### src/rtl/mpu_context_loader.sv
// Context-switch sequencer: fetches four protection words for a pid from the
// process table and writes them into the MPU. Optional validation under MPU_CTX_CHECK_EN.
module mpu_context_loader #(
    parameter int PID_W = 4
) (
    input  logic               i_clock,
    input  logic               i_reset,
    input  logic               i_start,
    input  logic [PID_W-1:0]   i_pid,
    output logic               o_busy,
    output logic               o_done,
    output logic               o_error,
    output logic [PID_W-1:0]   o_cur_pid,
    output logic               o_tbl_rd,
    output logic [PID_W+1:0]   o_tbl_addr,
    input  logic [31:0]        i_tbl_rdata,
    output logic               o_mpu_we,
    output logic [1:0]         o_mpu_addr,
    output logic [31:0]        o_mpu_wdata
);

    typedef enum logic [2:0] {
        S_IDLE, S_READ, S_CAPTURE, S_CHECK, S_WRITE, S_DONE
    } state_t;

    state_t             r_state;
    logic [1:0]         r_idx;
    logic [PID_W-1:0]   r_pid_q;
    logic               r_err_q;
    logic [31:0]        r_buf [4];
    logic               r_busy;
    logic               r_done;
    logic [PID_W-1:0]   r_cur_pid;
    logic               r_tbl_rd;
    logic [PID_W+1:0]   r_tbl_addr;
    logic               r_mpu_we;
    logic [1:0]         r_mpu_addr;
    logic [31:0]        r_mpu_wdata;
    logic               w_check_fail;

`ifdef MPU_CTX_CHECK_EN
    logic w_inst_carry;
    logic w_data_carry;
    logic r_error;

    // a + b carries out of 32 bits exactly when a > ~b
    assign w_inst_carry = (r_buf[0] > ~r_buf[1]);
    assign w_data_carry = (r_buf[2] > ~r_buf[3]);
    assign w_check_fail = (r_buf[1] == 32'd0) || (r_buf[3] == 32'd0)
                        || w_inst_carry || w_data_carry;

    always_ff @(posedge i_clock) begin
        if (i_reset) r_error <= 1'b0;
        else         r_error <= (r_state == S_CHECK) && w_check_fail;
    end
    assign o_error = r_error;
`else
    assign w_check_fail = 1'b0;
    assign o_error      = 1'b0;
`endif

    // NOTE: r_buf is a data-only buffer, always refilled before use, so it is
    // deliberately left out of reset; everything else is state and is reset.
    always_ff @(posedge i_clock) begin
        if (i_reset) begin
            r_state     <= S_IDLE;
            r_idx       <= 2'd0;
            r_pid_q     <= '0;
            r_err_q     <= 1'b0;
            r_busy      <= 1'b0;
            r_done      <= 1'b0;
            r_cur_pid   <= '0;
            r_tbl_rd    <= 1'b0;
            r_tbl_addr  <= '0;
            r_mpu_we    <= 1'b0;
            r_mpu_addr  <= 2'd0;
            r_mpu_wdata <= 32'd0;
        end else begin
            case (r_state)
                S_IDLE: begin
                    if (i_start) begin
                        r_pid_q    <= i_pid;
                        r_idx      <= 2'd0;
                        r_busy     <= 1'b1;
                        r_tbl_rd   <= 1'b1;
                        r_tbl_addr <= {i_pid, 2'd0};
                        r_state    <= S_READ;
                    end
                end
                S_READ: begin
                    // data for the previous read index arrives this cycle
                    if (r_idx != 2'd0) r_buf[r_idx - 2'd1] <= i_tbl_rdata;
                    if (r_idx == 2'd3) begin
                        r_tbl_rd   <= 1'b0;
                        r_tbl_addr <= '0;
                        r_state    <= S_CAPTURE;
                    end else begin
                        r_idx      <= r_idx + 2'd1;
                        r_tbl_addr <= {r_pid_q, r_idx + 2'd1};
                    end
                end
                S_CAPTURE: begin
                    r_buf[3] <= i_tbl_rdata;
                    r_state  <= S_CHECK;
                end
                S_CHECK: begin
                    if (w_check_fail) begin
                        r_err_q <= 1'b1;
                        r_done  <= 1'b1;
                        r_state <= S_DONE;
                    end else begin
                        r_idx       <= 2'd0;
                        r_mpu_we    <= 1'b1;
                        r_mpu_addr  <= 2'd0;
                        r_mpu_wdata <= r_buf[0];
                        r_state     <= S_WRITE;
                    end
                end
                S_WRITE: begin
                    if (r_idx == 2'd3) begin
                        r_mpu_we    <= 1'b0;
                        r_mpu_addr  <= 2'd0;
                        r_mpu_wdata <= 32'd0;
                        r_done      <= 1'b1;
                        r_state     <= S_DONE;
                    end else begin
                        r_idx       <= r_idx + 2'd1;
                        r_mpu_addr  <= r_idx + 2'd1;
                        r_mpu_wdata <= r_buf[r_idx + 2'd1];
                    end
                end
                S_DONE: begin
                    r_done  <= 1'b0;
                    r_busy  <= 1'b0;
                    if (!r_err_q) r_cur_pid <= r_pid_q;
                    r_err_q <= 1'b0;
                    r_state <= S_IDLE;
                end
                default: r_state <= S_IDLE;
            endcase
        end
    end

    assign o_busy      = r_busy;
    assign o_done      = r_done;
    assign o_cur_pid   = r_cur_pid;
    assign o_tbl_rd    = r_tbl_rd;
    assign o_tbl_addr  = r_tbl_addr;
    assign o_mpu_we    = r_mpu_we;
    assign o_mpu_addr  = r_mpu_addr;
    assign o_mpu_wdata = r_mpu_wdata;

endmodule

### config.mk
export PLATFORM = sky130hd
export DESIGN_NAME = mpu_context_loader
export DESIGN_NICKNAME = d
export VERILOG_FILES = /design/src/rtl/mpu_context_loader.sv
export SDC_FILE = /design/constraint.sdc
export NUM_CORES = 1
export LEC_CHECK = 0
export ABC_AREA = 1
export CORE_ASPECT_RATIO = 1.25
export CORE_MARGIN = 1.5
export CORE_UTILIZATION = 50
export DETAILED_ROUTE_END_ITERATION = 6
export PLACE_DENSITY = 0.76
export SYNTH_ARGS = -nofsm -noshare
export SYNTH_HDL_FRONTEND = slang
export SYNTH_SLANG_ARGS = --single-unit
export TNS_END_PERCENT = 10
### constraint.sdc
create_clock -name i_clock -period 4.2 [get_ports i_clock]
set_clock_uncertainty 0.15 [all_clocks]
set_input_delay 0.84 -clock i_clock [delete_from_list [all_inputs] [get_ports i_clock]]
set_output_delay 0.84 -clock i_clock [all_outputs]
set_load 0.01 [all_outputs]
==> metrics.yaml <==
status: "finished clean"
final_common_cell: "nor2_1"
power_frac_comb_pct: 18.7
routed_wl_um: 16500
end_kind: "flip-flop"
synth_xor_area_share_pct: 0
drtAntennaViolNets: 0
viasPerCell: 5.51
yosysUniqueCellTypes: 27
die_area_sq_um: 15500
final-hold-violation-count: 0
hp-class: "flip-flop to flip-flop"
startpoint_type: "input port"
synth_simple_gate_area_share_pct: 14.0
dpl.hpwl_um: 9300
fin_nets: 819
leakage_nw: 3.17
cts_setup_buffers: 0
layout_min_cycle_time_ps: 2650
clock_path_buffers: 2
fin_cells: 969
wl_per_cell_um: 17.0
synth_edf_count: 128
setup-violations-final: 0
relSlewSlack_pct: 49.3
arrival_ps: 2580
layout_common_cells: "nor2_1 (140), o21ai_0 (134), edfxtp_1 (128), nand2_1 (93), clkdlybuf4s50_1 (86)"
clk_latency_ps: 430
ys_ff_latch: 185
slew_violations: 0
synth-main-ff-cell: "edfxtp_1"
met3_usage_pct: 5.20
crit_fanout: 32
p_seq_share_pct: 45.8
async_reset_ff_share_pct: 0
grt_pass1_vias: 5270
gp_routability_congestion: 0.810
fin_setup_tns_ps: 0
numCtsBuffers: 17
seq_area_frac_synth_pct: 67.5
yosysWarnings: 0
ir_drop_mv: 0.404
syn_to_final_growth_pct: 20.7
syn_area_sq_um: 7390
die_y_um: 139
setup.worst_path.class: "input port to flip-flop"
drive_above_1_share_pct: 7.08
drc: 0
synth-compound-area-share_pct: 13.6
rows: 49
io_pins: 88
port_buffers: 86
fp.coreArea_sq_um: 14400
overflow: 0
antenna_found_initial: 0
grt_usage_pct: 21.7
fin_util_pct: 61.9
drv_cap: 0
cts_tree: "built"
synth_nets: 748
tightest_slew_ps: 761
cts_resized: 0
clk_pin_slew_worst_paths_ps: 60
start_util_pct: 51.3
period_share_pct: 63.2
cts_hold_buffers: 0
clockPowerShare_pct: 35.5
fmax_ghz: 0.377
synth_fa_ha_area_share_pct: 0.339
avgSynthCellArea_sq_um: 10.4
p_sw_mw: 1.27
critPathRequiredTime_ps: 4130
vias: 5337
first_iter_violations: 447
syn_inst: 707
rsz0062_at_grt: "no"
synth_mux_area_share_pct: 0
power_switching_share_pct: 27.9
cts-root-buf: "clkbuf_16"
grtUsageMet2_pct: 37.6
grt_max_degree: 70
clock-sinks: 185
power_density_nw_per_um2: 512
drt-pass1-iter-count: 5
die_w_um: 112
p_int_mw: 3.29
top_usage_layer: "met2"
layout.filler_cells: 1104
grt_pass1_wl_um: 26200
htreeDepth: 4
dp_cells: 937
antennaDiodeCount: 0
met1_usage_pct: 25.7
synth_top_family_by_area: "simple AND/OR/NAND/NOR gates"
[cell usage after synthesis (2+ instances only)]
library cell | count | share of area, %
a21oi_1 | 54 | 3.7
buf_2 | 13 | 0.88
buf_4 | 9 | 0.91
buf_6 | 6 | 0.91
clkbuf_1 | 15 | 0.76
dfxtp_1 | 57 | 15
edfxtp_1 | 128 | 52
ha_1 | 2 | 0.34
inv_1 | 15 | 0.76
inv_2 | 4 | 0.20
nand2_1 | 93 | 4.7
nand2_4 | 2 | 0.30
nand3_1 | 8 | 0.54
nand4_1 | 2 | 0.17
nor2_1 | 140 | 7.1
nor2_4 | 2 | 0.30
nor3_1 | 5 | 0.34
o21ai_0 | 134 | 9.1
o21ai_1 | 10 | 0.68
[power by group through the flow]
stage / Sequential, mW / Combinational, mW / Clock, mW
2_1_floorplan: 2.14 / 0.573 / 0
3_5_place_dp: 2.13 / 0.848 / 0
5_1_grt: 2.10 / 0.955 / 1.71
6_report: 2.09 / 0.856 / 1.62
3_3_place_gp: 2.13 / 0.820 / 0
4_1_cts: 2.09 / 0.857 / 1.64
[worst max-delay path: stages]
cell and delay, ps:
clkdlybuf4s50_1 750, inv_1 110, nand2_1 160, nand2_1 120
nor3_2 150, buf_4 440
[sequential cells by signal, summed over array words and instances (netlist names), 2 cells and up]
name / cells
r_idx: 2
r_buf: 128
r_pid_q: 4
o_tbl_addr: 6
o_mpu_addr: 2
o_mpu_wdata: 32
o_cur_pid: 4
r_state: 3
[stage by stage]
| stage | worst slack (ps) | area, sq um | total power [mW] | hold WS (ps) |
|---|---|---|---|---|
| global route | 1420 | 8910 | 4.76 | 331 |
| CTS | 1560 | 8910 | 4.58 | 316 |
| global placement | 1170 | 8310 | 2.95 | 300 |
| finish | 1550 | 8910 | 4.57 | 314 |
| detailed placement | 1130 | 8310 | 2.98 | 307 |
| floorplan | -128 | 7390 | 2.71 | 287 |
[layout make-up]
type | count | area [sq um] | area share [%]
Timing Repair Buffer | 96 | 936 | 10.5
Multi-Input combinational cell | 458 | 2090 | 23.5
Inverter | 20 | 75.1 | 0.842
Tap cell | 178 | 223 | 2.50
Clock buffer | 18 | 429 | 4.81
Sequential cell | 185 | 4990 | 55.9
Clock inverter | 14 | 171 | 1.92
[layer usage]
metal,wire length (um),vias to the layer above
met2,8530,197
met1,6620,2531
met5,0,-
met3,981,31
met4,360,0
li1,-,2578
[kinds of logic (layout without fill, tap and decap cells)]
family	count (synthesis)	in the layout
fa+ha+maj	2	2
buf+inv	64	148
compound gates	200	200
other cells	1	1
simple gates	255	255
flops	185	185
[worst paths after layout]
kind              startpoint              end  slack, ps  cells after the start
setup reg to reg    r_idx[0]  o_mpu_wdata[22]       1770                      7
setup / recovery     i_reset     r_buf[2][11]       1550                      6
hold reg to reg       o_busy           o_busy        310                      2
hold / removal        o_busy           o_busy        310                      2
Note: power is estimated with default switching activity, not from simulation.
